===== config.mk =====
export PLATFORM = sky130hd
export DESIGN_NAME = display_7_seg_mux
export DESIGN_NICKNAME = d
export VERILOG_FILES = /design/src/rtl/display_7_seg_pkg.sv /design/src/rtl/seg7_decoder.sv /design/src/rtl/display_7_seg_mux.sv
export SDC_FILE = /design/constraint.sdc
export NUM_CORES = 1
export LEC_CHECK = 0
export CORE_ASPECT_RATIO = 0.9
export CORE_MARGIN = 5
export CORE_UTILIZATION = 54
export DETAILED_ROUTE_END_ITERATION = 8
export GPL_ROUTABILITY_DRIVEN = 1
export PLACE_DENSITY = 0.78
export RECOVER_POWER = 100
export SETUP_SLACK_MARGIN = 0.4
export SYNTH_ARGS = -nofsm -noshare
export SYNTH_HDL_FRONTEND = slang
export SYNTH_SLANG_ARGS = --single-unit

===== constraint.sdc =====
create_clock -name i_Clk -period 4.3 [get_ports i_Clk]
set_input_delay 0.43 -clock i_Clk [delete_from_list [all_inputs] [get_ports i_Clk]]
set_output_delay 0.43 -clock i_Clk [all_outputs]
set_load 0.01 [all_outputs]

===== src/rtl/display_7_seg_pkg.sv =====
// Segment encodings for the 7-segment mux driver, active-high, bit6 = a ... bit0 = g.
package display_7_seg_pkg;

    localparam logic [6:0] SEG_0    = 7'h7E;
    localparam logic [6:0] SEG_1    = 7'h30;
    localparam logic [6:0] SEG_2    = 7'h6D;
    localparam logic [6:0] SEG_3    = 7'h79;
    localparam logic [6:0] SEG_4    = 7'h33;
    localparam logic [6:0] SEG_5    = 7'h5B;
    localparam logic [6:0] SEG_6    = 7'h5F;
    localparam logic [6:0] SEG_7    = 7'h70;
    localparam logic [6:0] SEG_8    = 7'h7F;
    localparam logic [6:0] SEG_9    = 7'h7B;
    localparam logic [6:0] SEG_A    = 7'h77;
    localparam logic [6:0] SEG_B    = 7'h1F;
    localparam logic [6:0] SEG_C    = 7'h4E;
    localparam logic [6:0] SEG_D    = 7'h3D;
    localparam logic [6:0] SEG_E    = 7'h4F;
    localparam logic [6:0] SEG_F    = 7'h47;
    localparam logic [6:0] SEG_DASH = 7'h01;
    localparam logic [6:0] SEG_OFF  = 7'h00;

endpackage


===== src/rtl/seg7_decoder.sv =====
// Combinational nibble-to-segment decoder; non-decimal nibbles show a dash unless hex mode is on.
module seg7_decoder
    import display_7_seg_pkg::*;
(
    input  logic [3:0] nibble,
    input  logic       hex_mode,
    input  logic       blank,
    output logic [6:0] seg
);

    always_comb begin
        seg = SEG_OFF;
        if (!blank) begin
            case (nibble)
                4'h0: seg = SEG_0;
                4'h1: seg = SEG_1;
                4'h2: seg = SEG_2;
                4'h3: seg = SEG_3;
                4'h4: seg = SEG_4;
                4'h5: seg = SEG_5;
                4'h6: seg = SEG_6;
                4'h7: seg = SEG_7;
                4'h8: seg = SEG_8;
                4'h9: seg = SEG_9;
                4'hA: seg = hex_mode ? SEG_A : SEG_DASH;
                4'hB: seg = hex_mode ? SEG_B : SEG_DASH;
                4'hC: seg = hex_mode ? SEG_C : SEG_DASH;
                4'hD: seg = hex_mode ? SEG_D : SEG_DASH;
                4'hE: seg = hex_mode ? SEG_E : SEG_DASH;
                4'hF: seg = hex_mode ? SEG_F : SEG_DASH;
                default: seg = SEG_OFF;
            endcase
        end
    end

endmodule


===== src/rtl/display_7_seg_mux.sv =====
// Time-multiplexed N-digit 7-segment driver with ghosting guard, leading-zero
// blanking and frame-atomic value loading through a shadow register.
module display_7_seg_mux
    import display_7_seg_pkg::*;
#(
    parameter int NUM_DIGITS     = 4,
    parameter int CLKS_PER_DIGIT = 25000,
    parameter int BLANK_CLKS     = 250,
    parameter int SEG_ACTIVE_LOW = 1,
    parameter int DIG_ACTIVE_LOW = 1
) (
    input  logic                    i_Clk,
    input  logic                    i_Rst_L,
    input  logic [4*NUM_DIGITS-1:0] i_Digits,
    input  logic [NUM_DIGITS-1:0]   i_Dp,
    input  logic                    i_Load,
    input  logic                    i_Hex_Mode,
    input  logic                    i_Blank_Lead,
    output logic [6:0]              o_Seg,
    output logic                    o_Dp,
    output logic [NUM_DIGITS-1:0]   o_Digit_En,
    output logic                    o_Frame_Start
);

    localparam int CNT_W = $clog2(CLKS_PER_DIGIT);
    localparam int IDX_W = (NUM_DIGITS > 1) ? $clog2(NUM_DIGITS) : 1;
    localparam logic [CNT_W-1:0] CNT_LAST  = CNT_W'(CLKS_PER_DIGIT - 1);
    localparam logic [CNT_W-1:0] CNT_BLANK = CNT_W'(BLANK_CLKS);
    localparam logic [IDX_W-1:0] IDX_LAST  = IDX_W'(NUM_DIGITS - 1);
    localparam logic SEG_POL = (SEG_ACTIVE_LOW != 0);
    localparam logic DIG_POL = (DIG_ACTIVE_LOW != 0);

    logic [CNT_W-1:0]        cnt_p0;
    logic [IDX_W-1:0]        idx_p0;
    logic                    first_p0;
    logic [4*NUM_DIGITS-1:0] shadow_dig;
    logic [NUM_DIGITS-1:0]   shadow_dp;
    logic [4*NUM_DIGITS-1:0] frame_dig;
    logic [NUM_DIGITS-1:0]   frame_dp;

    logic [6:0]              seg_p1;
    logic                    dp_p1;
    logic [NUM_DIGITS-1:0]   en_p1;
    logic                    fs_p1;

    logic                    slot_end;
    logic                    frame_end;
    logic                    guard;
    logic [3:0]              cur_nib;
    logic                    cur_dp;
    logic                    cur_blank;
    logic                    zero_run;
    logic [NUM_DIGITS-1:0]   dig_sel;
    logic [6:0]              dec_seg;

    assign slot_end  = (cnt_p0 == CNT_LAST);
    assign frame_end = slot_end && (idx_p0 == IDX_LAST);
    assign guard     = (cnt_p0 < CNT_BLANK);

    // Walk from the most significant digit down so zero_run is "all digits from here up are zero".
    always_comb begin
        cur_nib   = 4'h0;
        cur_dp    = 1'b0;
        cur_blank = 1'b0;
        zero_run  = 1'b1;
        dig_sel   = '0;
        for (int k = NUM_DIGITS - 1; k >= 0; k--) begin
            zero_run = zero_run && (frame_dig[4*k +: 4] == 4'h0);
            if (idx_p0 == IDX_W'(k)) begin
                cur_nib    = frame_dig[4*k +: 4];
                cur_dp     = frame_dp[k];
                cur_blank  = i_Blank_Lead && (k != 0) && zero_run;
                dig_sel[k] = 1'b1;
            end
        end
    end

    seg7_decoder u_dec (
        .nibble   (cur_nib),
        .hex_mode (i_Hex_Mode),
        .blank    (cur_blank),
        .seg      (dec_seg)
    );

    // Stage p0 -> p1: scan state advance and registered pin drive.
    always_ff @(posedge i_Clk) begin
        if (!i_Rst_L) begin
            cnt_p0     <= '0;
            idx_p0     <= '0;
            first_p0   <= 1'b1;
            shadow_dig <= '0;
            shadow_dp  <= '0;
            frame_dig  <= '0;
            frame_dp   <= '0;
            seg_p1     <= {7{SEG_POL}};
            dp_p1      <= SEG_POL;
            en_p1      <= {NUM_DIGITS{DIG_POL}};
            fs_p1      <= 1'b0;
        end else begin
            cnt_p0   <= slot_end ? '0 : cnt_p0 + 1'b1;
            if (slot_end) begin
                idx_p0 <= frame_end ? '0 : idx_p0 + 1'b1;
            end
            first_p0 <= 1'b0;
            if (i_Load) begin
                shadow_dig <= i_Digits;
                shadow_dp  <= i_Dp;
            end
            // Frame only changes on a frame boundary, so a scan never mixes old and new values.
            if (first_p0 || frame_end) begin
                frame_dig <= shadow_dig;
                frame_dp  <= shadow_dp;
            end
            fs_p1 <= first_p0 || frame_end;
            if (guard) begin
                seg_p1 <= {7{SEG_POL}};
                dp_p1  <= SEG_POL;
                en_p1  <= {NUM_DIGITS{DIG_POL}};
            end else begin
                seg_p1 <= dec_seg ^ {7{SEG_POL}};
                dp_p1  <= cur_dp ^ SEG_POL;
                en_p1  <= dig_sel ^ {NUM_DIGITS{DIG_POL}};
            end
        end
    end

    assign o_Seg         = seg_p1;
    assign o_Dp          = dp_p1;
    assign o_Digit_En    = en_p1;
    assign o_Frame_Start = fs_p1;

endmodule


==> implementation parameters, run 1 <==
Parameter                              Value

Setup path
  Number of cells traversed by the worst register-to-register path    7
  Worst setup path endpoint    o_Seg[1]
  Critical path type    in2reg
  Crit path launch    i_Rst_L
  Critical path startpoint category    primary input
  Terminus of the critical flop-to-flop path    o_Seg[6]
  Data required time of the critical path    4.49 ns
  Cell breakdown of the critical path    dlygate4sd3_1 -> inv_1 -> a21oi_1 -> o21a_1 -> o311ai_0
  Largest fanout on the critical path    45
  Arrival time worst endpoint    about 2.6 ns
  Worst-path cell with the longest stage delay    sky130_fd_sc_hd__a21oi_1
  Register-to-register path setup slack    1.98 ns
  Worst path max stage delay    roughly 0.59 ns
  Worst R2R Start    idx_p0[1]
  Sort of element at the end of the critical path    flip-flop

Global route
  Number of antenna violations at the first check in global routing    0
  Total congestion overflow    0
  Overall track demand over capacity in global routing    0.1816
  Largest net degree at the start of global routing    between 40 and 50
  Vias in the first global route    2169
  Global-route wire length before repair    10090 um

Floorplanning
  Placeable core area    0.005318 mm^2
  Width of the chip    88.34 um
  Effective utilization at floorplan    0.5609
  Die area    about 0.0071 mm^2
  Die Y    80.51 um
  Core Rows    25
  I/O pins    38

Clocking
  Latest clock arrival within the worst-skew pair    ~0.34 ns
  Count of instances resized after the clock tree is built    0
  Hold bufs inserted after CTS    0
  Clock input transition at the sequential cells of the worst setup and hold paths    0.07 ns
  TritonCTS buffer count    9
  Count of buffers added by post-CTS timing repair for setup    0
  CTS Sinks    71
  Clock tree from TritonCTS    built
  Number of levels the H-tree was split into    3
  Longest Clk Path Bufs    2
  Buffer type at the clock tree root    sky130_fd_sc_hd__clkbuf_8

Final layout
  Non-filler instance count after layout    about 450
  Post-route cell area    0.003546 mm^2
  Share of final-layout standard cells stronger than drive strength 1    0.03968
  Filler Cells Inserted    between 400 and 500
  Post-synthesis to final-layout area growth    18.88%
  Fin nets    roughly 400
  Number of antenna diodes    0

Placed design
  GPL Wtd Cong    0.8551
  Placed cell count    429
  Placed wire-length estimate after detailed placement    slightly above 4000 um
  Total cell area at the placement stage    0.003359 mm^2
  Count of port buffers added during placement    37

STA
  Unrepaired setup endpoints after global routing    no
  Transition time at the pin with the least slew margin    ~1.3 ns
  Final max-slew violation count    0
  Worst clock skew    0.008251 ns
  Post-route minimum period    approximately 2.4 ns
  Final worst-path cycle share    0.5646
  Hold Worst Slack    0.4528 ns
  Final-layout setup total negative slack    0 ns
  Upper clock frequency limit    411.9 MHz
  Final Hold Viols    0
  Setup Viol. Count Final    0
  Tightest slew margin relative to the limit    0.1385

Synth
  Commonest cells post-synth    71 x sky130_fd_sc_hd__dfxtp_1, 61 x sky130_fd_sc_hd__nand2_1, 46 x sky130_fd_sc_hd__nor2_1, 36 x sky130_fd_sc_hd__a21oi_1, 20 x sky130_fd_sc_hd__mux2i_1
  Area share of the leading cell type in the synthesized netlist    0.4765
  Total of warnings raised by yosys    0
  Count of mapped cells out of synthesis    341
  Most repeated cell in the gate-level netlist after synthesis    sky130_fd_sc_hd__dfxtp_1
  Most area-consuming cells after synthesis    sky130_fd_sc_hd__dfxtp_1 48%, sky130_fd_sc_hd__nand2_1 7.7%, sky130_fd_sc_hd__mux2i_1 6.7%
  Synthesis-stage register bit count    71
  Sequential-to-total area share from yosys stat    0.4765
  Combined area of all synthesized cells    0.002983 mm^2
  Per-instance average area after synthesis    8.747 um^2
  Cell taking the most area after synthesis    sky130_fd_sc_hd__dfxtp_1
  Share of async-settable or async-resettable flops after synthesis    0
  Syn_nets    ~370
  Post-synthesis cell type count    44
  Primary FF master, synth    sky130_fd_sc_hd__dfxtp_1
  EDFF count, synth    0

Power
  Ratio of total power to cell area    between 300 and 400 mW/mm^2
  Worst IR Drop VDD    roughly 0.25 mV
  Total power after layout    1.295 mW
  Total leakage power    1.289 nW

Run
  Max-Cap Viols    0

Route
  Post-detailed-route DRC marker count    0
  Total iterations of the first detailed-routing run    4
  Average vias per placed instance    approximately 5.4
  Total number of vias    2400
  Count of routing violations after the opening detailed-route iteration    approximately 110
  Detailed-route wire length    5883 um
  Number of nets with antenna violations after routing    0
  Wire length per cell after detailed routing    13.22 um

Run status
  Run status    complete, no violations

Min path
  Classification of the worst-slack hold path    reg2reg
[area by class of cell]
cell class              count  area, um^2  share of cell area
clock buffers              13       148.9             0.04199
multi-input cells         246        1445              0.4076
inverters                   7       26.28            0.007410
well taps                  67       83.83             0.02364
clock inverters             3       42.54             0.01200
flip-flops and latches     71        1421              0.4008
repair buffers             38       377.9              0.1066
[cell usage in the layout (no fill, tap or decap), types with 4 or more instances in the layout]
cell type / instances
sky130_fd_sc_hd__dfxtp_1: 71
sky130_fd_sc_hd__nand2_1: 61
sky130_fd_sc_hd__nor2_1: 46
sky130_fd_sc_hd__a21oi_1: 36
sky130_fd_sc_hd__clkdlybuf4s50_1: 23
sky130_fd_sc_hd__mux2i_1: 20
sky130_fd_sc_hd__dlygate4sd3_1: 14
sky130_fd_sc_hd__clkbuf_8: 10
sky130_fd_sc_hd__inv_1: 7
sky130_fd_sc_hd__xor2_1: 7
sky130_fd_sc_hd__xnor2_1: 7
sky130_fd_sc_hd__nand3_1: 6
sky130_fd_sc_hd__o21ai_0: 6
sky130_fd_sc_hd__and3_1: 5
sky130_fd_sc_hd__nand3b_1: 5
sky130_fd_sc_hd__ha_1: 5
sky130_fd_sc_hd__nand4bb_1: 4
sky130_fd_sc_hd__a32o_1: 4
[flip-flops by register name, indices dropped and copies added (netlist names)]
signal,flops
cnt_p0,15
first_p0,1
frame_dig,16
frame_dp,4
idx_p0,2
o_Digit_En,4
o_Dp,1
o_Frame_Start,1
o_Seg,7
shadow_dig,16
shadow_dp,4
[power by group]
group	internal, mW	leakage (nW)	switching [mW]
Combinational	0.0456	0.616	0.0434
Clock	0.284	0.0936	0.231
Sequential	0.678	0.579	0.0135
Total	1.01	1.29	0.288
[through the flow]
step | setup slack, ns | util
2_1_floorplan | 2.403 | -
3_3_place_gp | 2.075 | 0.6318
5_1_grt | 1.609 | 0.6668
6_report | 1.872 | 0.6668
4_1_cts | 1.992 | 0.6678
3_5_place_dp | 1.997 | 0.6318
[worst max-delay path, delay by kind of cell]
family	cells	cell delay [ns]
AOI/OAI and AO/OA	3	1.08
buffers and inverters	2	1.10
[worst min-delay path by stage]
stage / slack [ns] / depth (start not counted) / endpoint / startpoint
3_3_place_gp: 0.44 / 2 / frame_dig[3] / frame_dig[3]
4_1_cts: 0.46 / 2 / frame_dig[0] / shadow_dig[0]
3_5_place_dp: 0.45 / 2 / frame_dig[0] / shadow_dig[0]
5_1_grt: 0.47 / 2 / frame_dig[6] / shadow_dig[6]
6_report: 0.45 / 2 / frame_dig[0] / shadow_dig[0]
2_1_floorplan: 0.43 / 1 / cnt_p0[0] / cnt_p0[0]
[metal layers]
layer / global-route usage / wire length (um) / vias up
li1: - / - / 1246
met1: 0.2442 / 2797 / 1097
met2: 0.2698 / 2659 / 52
met3: 0.06974 / 358 / 5
met4: 0.05136 / 68 / 0
met5: 0 / 0 / -
[kinds of logic after synthesis]
group	share of synthesized area
xor gates and xnor gates	0.04111
buffers and inverters	0.03733
DFF	0.4765
and+or+nand+nor	0.2206
AOI/OAI and AO/OA	0.1363
muxes	0.06711
adders and majority gates	0.02097
Note: power is estimated with default switching activity, not from simulation.
==> run 2: changes to the inputs <==
==> constraint.sdc (replaced) <==
create_clock -name i_Clk -period 2.5 [get_ports i_Clk]
set_input_delay 0.25 -clock i_Clk [delete_from_list [all_inputs] [get_ports i_Clk]]
set_output_delay 0.25 -clock i_Clk [all_outputs]
set_load 0.01 [all_outputs]
==> run 2 against run 1 <==
Compared with the run above: first-iteration DRC count is 2.7% lower; critical endpoint unchanged; combinational power is 82% higher; worst hold slack hardly changed; critical path depth is 3 higher; clock-buffer cell count is 2 lower; highest routed layer unchanged.
==> implementation parameters, run 2 (same netlist as run 1, synthesis figures left out) <==
Parameter                              Value

Setup path
  Arrival time worst endpoint    2.35 ns
  Largest fanout on the critical path    17
  Critical path type    reg2reg
  Critical path startpoint category    flip-flop
  Sort of element at the end of the critical path    flip-flop
  Data required time of the critical path    2.73 ns

Power
  Ratio of total power to cell area    610.9 mW/mm^2
  Worst IR Drop VDD    0.5268 mV
  Total leakage power    1.331 nW
  Switching part of the total power    0.2308
  Net switching power    520.9 uW
  Register share of total power    0.527
  Internal    about 1.7 mW
  Total power after layout    around 2.3 mW
  Relative contribution of the clock network to total power    0.401
  Fraction of power consumed by combinational cells    0.072

Floorplanning
  Core Rows    25
  I/O pins    38
  Die area    0.007112 mm^2
  Placeable core area    ~0.0053 mm^2
  Width of the chip    88.34 um
  Die Y    80.51 um
  Effective utilization at floorplan    0.5609

Placed design
  Count of port buffers added during placement    37
  Worst slack after detailed placement    0.2898 ns
  Total cell area at the placement stage    0.003382 mm^2
  Placed wire-length estimate after detailed placement    4216 um
  GPL Wtd Cong    0.8377
  Placed cell count    432

Global route
  Number of antenna violations at the first check in global routing    0
  Overall track demand over capacity in global routing    0.1851
  Largest net degree at the start of global routing    45
  Global-route wire length before repair    10380 um
  Vias in the first global route    2353
  Total congestion overflow    0

STA
  Hold Worst Slack    0.4526 ns
  Setup Viol. Count Final    0
  Final max-slew violation count    0
  Tightest slew margin relative to the limit    0.4287
  Final worst-path cycle share    0.8468
  Worst clock skew    between 0.007 and 0.008 ns
  Post-route minimum period    2.117 ns
  Transition time at the pin with the least slew margin    around 0.86 ns
  Final Hold Viols    0
  Unrepaired setup endpoints after global routing    no
  Upper clock frequency limit    472.4 MHz
  Final-layout setup total negative slack    0 ns
  Worst-case setup margin in the final layout    0.3829 ns

Clocking
  Buffer type at the clock tree root    sky130_fd_sc_hd__clkbuf_8
  Clock tree from TritonCTS    built
  Clock input transition at the sequential cells of the worst setup and hold paths    0.07 ns
  Hold bufs inserted after CTS    0
  CTS Sinks    71
  Number of levels the H-tree was split into    3
  Latest clock arrival within the worst-skew pair    0.34 ns
  Longest Clk Path Bufs    2
  TritonCTS buffer count    9

Route
  Count of routing violations after the opening detailed-route iteration    109
  Number of nets with antenna violations after routing    0
  Wire length per cell after detailed routing    roughly 14 um
  Average vias per placed instance    around 5.6
  Total number of vias    approximately 2500
  Post-detailed-route DRC marker count    0
  Total iterations of the first detailed-routing run    4
  Detailed-route wire length    around 6400 um

Final layout
  Fin nets    411
  Non-filler instance count after layout    roughly 450
  Utilization of the core after routing    0.6948
  Number of antenna diodes    0
  Leading registers by flop count    frame_dig x16, shadow_dig x16, cnt_p0 x15
  Most common library cell in the layout ignoring fill and taps    sky130_fd_sc_hd__dfxtp_1
  Area taken by multi-input logic gates    0.001531 mm^2
  Area occupied by registers    ~0.0014 mm^2
  Filler Cells Inserted    431
  Highest-count cells in the layout ignoring fill and taps    69 x sky130_fd_sc_hd__dfxtp_1, 61 x sky130_fd_sc_hd__nand2_1, 46 x sky130_fd_sc_hd__nor2_1
  Post-synthesis to final-layout area growth    23.87%
  Post-route cell area    0.003695 mm^2
  Share of final-layout standard cells stronger than drive strength 1    0.08808

Run
  Max-Cap Viols    0

Run status
  Run status    complete, no violations

Min path
  Classification of the worst-slack hold path    reg2reg
## run 2: cell count changes in the layout (fill, tap and decap cells not counted), sizes merged
cell,previous run,this run
a32o,4,5
buf,1,7
clkbuf,13,12
inv,7,6
clkinvlp,1,0
clkinv,1,5
## run 2: metal layers
metal	up-vias	track usage	routed length, um	part of all wire
li1	1268	-	-	-
met2	92	0.3072	3029	0.47
met4	0	0.05740	110	0.017
met5	-	0	0	0
met1	1172	0.2281	2839	0.44
met3	13	0.05744	452	0.070
## run 2: layout make-up
class | instances | area share
clock buffers | 11 | 0.03827
flip-flops and latches | 71 | 0.3860
inverters | 7 | 0.007111
clock inverters | 5 | 0.01558
multi-input cells | 247 | 0.4145
well taps | 67 | 0.02269
repair buffers | 45 | 0.1158
## run 2: critical path, stage by stage (launching register included)
cell,delay [ns]
sky130_fd_sc_hd__dfxtp_2,0.38
sky130_fd_sc_hd__inv_1,0.11
sky130_fd_sc_hd__ha_4,0.23
sky130_fd_sc_hd__a21oi_1,0.29
sky130_fd_sc_hd__a32o_1,0.37
sky130_fd_sc_hd__buf_4,0.17
sky130_fd_sc_hd__buf_4,0.10
sky130_fd_sc_hd__a21oi_1,0.05
sky130_fd_sc_hd__o311ai_0,0.30
## run 2: worst paths after layout
kind / from / to / slack, ns / depth (start not counted)
worst max-delay path: idx_p0[1] / o_Seg[1] / 0.38 / 8
worst max register to register: idx_p0[1] / o_Seg[1] / 0.38 / 8
worst min-delay path: frame_dig[1] / frame_dig[1] / 0.45 / 2
worst min register to register: frame_dig[1] / frame_dig[1] / 0.45 / 2
## run 2: repair_timing
| item | CTS | global route |
|---|---|---|
| resized for setup | 7 | 9 |
| gates cloned | 0 | 1 |
| pin swaps | 0 | 1 |
| buffers inserted | 0 | 4 |
| setup endpoints to repair | 7 | 5 |
| endpoints found under the hold margin | 0 | 0 |
## run 2: power groups by stage
stage               Sequential [mW]  Combinational, mW  Clock (mW)
finish                         1.19              0.162       0.906
global route                   1.19              0.179       0.981
CTS                            1.19              0.159       0.919
detailed placement             1.22              0.157           0
global placement               1.21              0.154           0
floorplan                      1.21              0.101           0
==> run 3: changes to the inputs <==
==> constraint.sdc (replaced) <==
create_clock -name i_Clk -period 2 [get_ports i_Clk]
set_input_delay 0.2 -clock i_Clk [delete_from_list [all_inputs] [get_ports i_Clk]]
set_output_delay 0.2 -clock i_Clk [all_outputs]
set_load 0.01 [all_outputs]
==> run 3 against run 2 <==
Compared with the run above: the flow now finishes with violations (negative setup slack); maximum frequency increased by 4.8%; combinational power increased by 81%; clock power is 28% higher; sequential cell count unchanged; sequential share of layout area shrank 5.5 points; global-route usage grew 4.6 points; total power grew 31%; utilization increased by 12 points; clock skew increased by 0.0061 ns; via count up 12%; sequential power is 26% higher; final area increased by 17%; critical endpoint is now o_Seg[6].
==> implementation parameters, run 3 (same netlist as run 1, synthesis figures left out) <==
Parameter                              Value

STA
  Final worst-path cycle share    1.010
  Upper clock frequency limit    approximately 500 MHz
  Tightest slew margin relative to the limit    0.6468
  Final Hold Viols    0
  Setup Viol. Count Final    1
  Unrepaired setup endpoints after global routing    yes
  Worst-case setup margin in the final layout    -0.01980 ns
  Transition time at the pin with the least slew margin    0.5299 ns
  Final max-slew violation count    0
  Post-route minimum period    2.020 ns
  Worst clock skew    between 0.01 and 0.015 ns

Floorplanning
  Placeable core area    0.005318 mm^2
  I/O pins    38
  Die Y    80.51 um
  Effective utilization at floorplan    0.5609
  Core Rows    25
  Die area    0.007112 mm^2
  Width of the chip    88.34 um

Route
  Post-detailed-route DRC marker count    0
  Average vias per placed instance    5.923
  Total iterations of the first detailed-routing run    5
  Wire length per cell after detailed routing    18.54 um
  Total number of vias    approximately 2800
  Number of nets with antenna violations after routing    0
  Count of routing violations after the opening detailed-route iteration    250
  Detailed-route wire length    between 8000 and 9000 um

Clocking
  TritonCTS buffer count    9
  Hold bufs inserted after CTS    0
  Buffer type at the clock tree root    sky130_fd_sc_hd__clkbuf_8
  Clock tree from TritonCTS    built
  Latest clock arrival within the worst-skew pair    between 0.3 and 0.4 ns
  CTS Sinks    71
  Longest Clk Path Bufs    2
  Clock input transition at the sequential cells of the worst setup and hold paths    0.08 ns
  Number of levels the H-tree was split into    3

Power
  Total leakage power    1.616 nW
  Worst IR Drop VDD    0.7039 mV
  Ratio of total power to cell area    681.6 mW/mm^2

Final layout
  Most common library cell in the layout ignoring fill and taps    sky130_fd_sc_hd__dfxtp_1
  Share of final-layout standard cells stronger than drive strength 1    0.2833
  Fin nets    438
  Leading registers by flop count    frame_dig x16, shadow_dig x16, cnt_p0 x15
  Number of antenna diodes    0
  Filler Cells Inserted    317
  Highest-count cells in the layout ignoring fill and taps    66 x sky130_fd_sc_hd__dfxtp_1, 45 x sky130_fd_sc_hd__nor2_1, 45 x sky130_fd_sc_hd__nand2_1
  Post-route cell area    0.004328 mm^2
  Post-synthesis to final-layout area growth    45.09%

Min path
  Classification of the worst-slack hold path    in2reg

Run
  Max-Cap Viols    0

Setup path
  Data required time of the critical path    2.30 ns
  Critical path startpoint category    flip-flop
  Arrival time worst endpoint    2.32 ns
  Critical path type    reg2reg
  Sort of element at the end of the critical path    flip-flop
  Register-to-register path setup slack    -0.02 ns
  Largest fanout on the critical path    6

Placed design
  GPL Wtd Cong    roughly 0.86
  Count of port buffers added during placement    37
  Worst slack after detailed placement    0.05232 ns
  Placed wire-length estimate after detailed placement    between 4000 and 5000 um
  Total cell area at the placement stage    0.003480 mm^2

Global route
  Total congestion overflow    0
  Largest net degree at the start of global routing    45
  Overall track demand over capacity in global routing    0.2309
  Vias in the first global route    ~2700
  Global-route wire length before repair    12650 um
  Number of antenna violations at the first check in global routing    0

Run status
  Run status    complete, but fails checks
  Violations in the final reports    negative setup slack
-- run 3: changes by cell type in the layout (fill, tap and decap cells not counted), moves of 3 or more --
cell / previous run / this run
sky130_fd_sc_hd__a21oi_1: 34 / 14
sky130_fd_sc_hd__a21oi_2: 2 / 21
sky130_fd_sc_hd__nand2_1: 61 / 45
sky130_fd_sc_hd__buf_4: 7 / 18
sky130_fd_sc_hd__nand2_4: 0 / 11
sky130_fd_sc_hd__buf_6: 0 / 7
sky130_fd_sc_hd__a32o_1: 5 / 0
sky130_fd_sc_hd__a21oi_4: 0 / 4
sky130_fd_sc_hd__a32o_2: 0 / 4
sky130_fd_sc_hd__nand2_2: 0 / 4
sky130_fd_sc_hd__buf_12: 0 / 3
sky130_fd_sc_hd__buf_16: 0 / 3
sky130_fd_sc_hd__dfxtp_1: 69 / 66
-- run 3: metrics by stage --
step                hold WS (ns)  cells    util  TNS [ns]  power, mW
finish                    0.4590    480  0.8139  -0.01980      2.950
global route              0.4546    480  0.8139   -0.2582      3.047
CTS                       0.4564    475  0.7664         0      2.896
detailed placement        0.4521    435  0.6544         0      1.721
global placement          0.4449    435  0.6544         0      1.714
floorplan                 0.3459    341       -         0      1.642
-- run 3: final timing paths --
check	cells past startpoint	end	from
setup reg to reg	7	o_Seg[6]	idx_p0[1]
hold reg to reg	1	cnt_p0[0]	cnt_p0[0]
setup / recovery	7	o_Seg[6]	idx_p0[1]
hold / removal	3	shadow_dig[11]	i_Digits[11]
-- run 3: area by class of cell --
cell class	count	area, um^2	share of cell area
clock buffer	14	193.9	0.04481
inverter	7	31.28	0.007228
clock inverter	2	10.01	0.002313
sequential	71	1433	0.3310
tap	67	83.83	0.01937
timing repair buffer	70	745.7	0.1723
multi-input combinational	249	1831	0.4230
-- run 3: critical path: stages (launching register included) --
cell                        delay [ns]
sky130_fd_sc_hd__dfxtp_4          0.36
sky130_fd_sc_hd__buf_4            0.16
sky130_fd_sc_hd__ha_4             0.19
sky130_fd_sc_hd__nand4bb_1        0.24
sky130_fd_sc_hd__a32o_2           0.35
sky130_fd_sc_hd__and2_4           0.20
sky130_fd_sc_hd__a222oi_1         0.31
sky130_fd_sc_hd__nand2b_1         0.15
-- run 3: report_power, final --
part	total [mW]	internal (mW)	switching, mW
Combinational	0.294	0.155	0.139
Clock	1.16	0.625	0.532
Sequential	1.50	1.46	0.0433
Total	2.95	2.24	0.715
-- run 3: metal layers --
metal	global-route usage	share of wire	vias to the layer above	routed length, um
li1	-	-	1329	-
met1	0.2712	0.40	1339	3536
met2	0.3871	0.50	144	4447
met3	0.08000	0.070	31	619
met4	0.08308	0.033	0	297
met5	0	0	-	0
-- run 3: what timing repair did --
action	in CTS	in global routing
buffers inserted	18	5
gates resized for setup	38	54
cloned	6	0
pin swaps	25	33
setup endpoints to repair	43	46
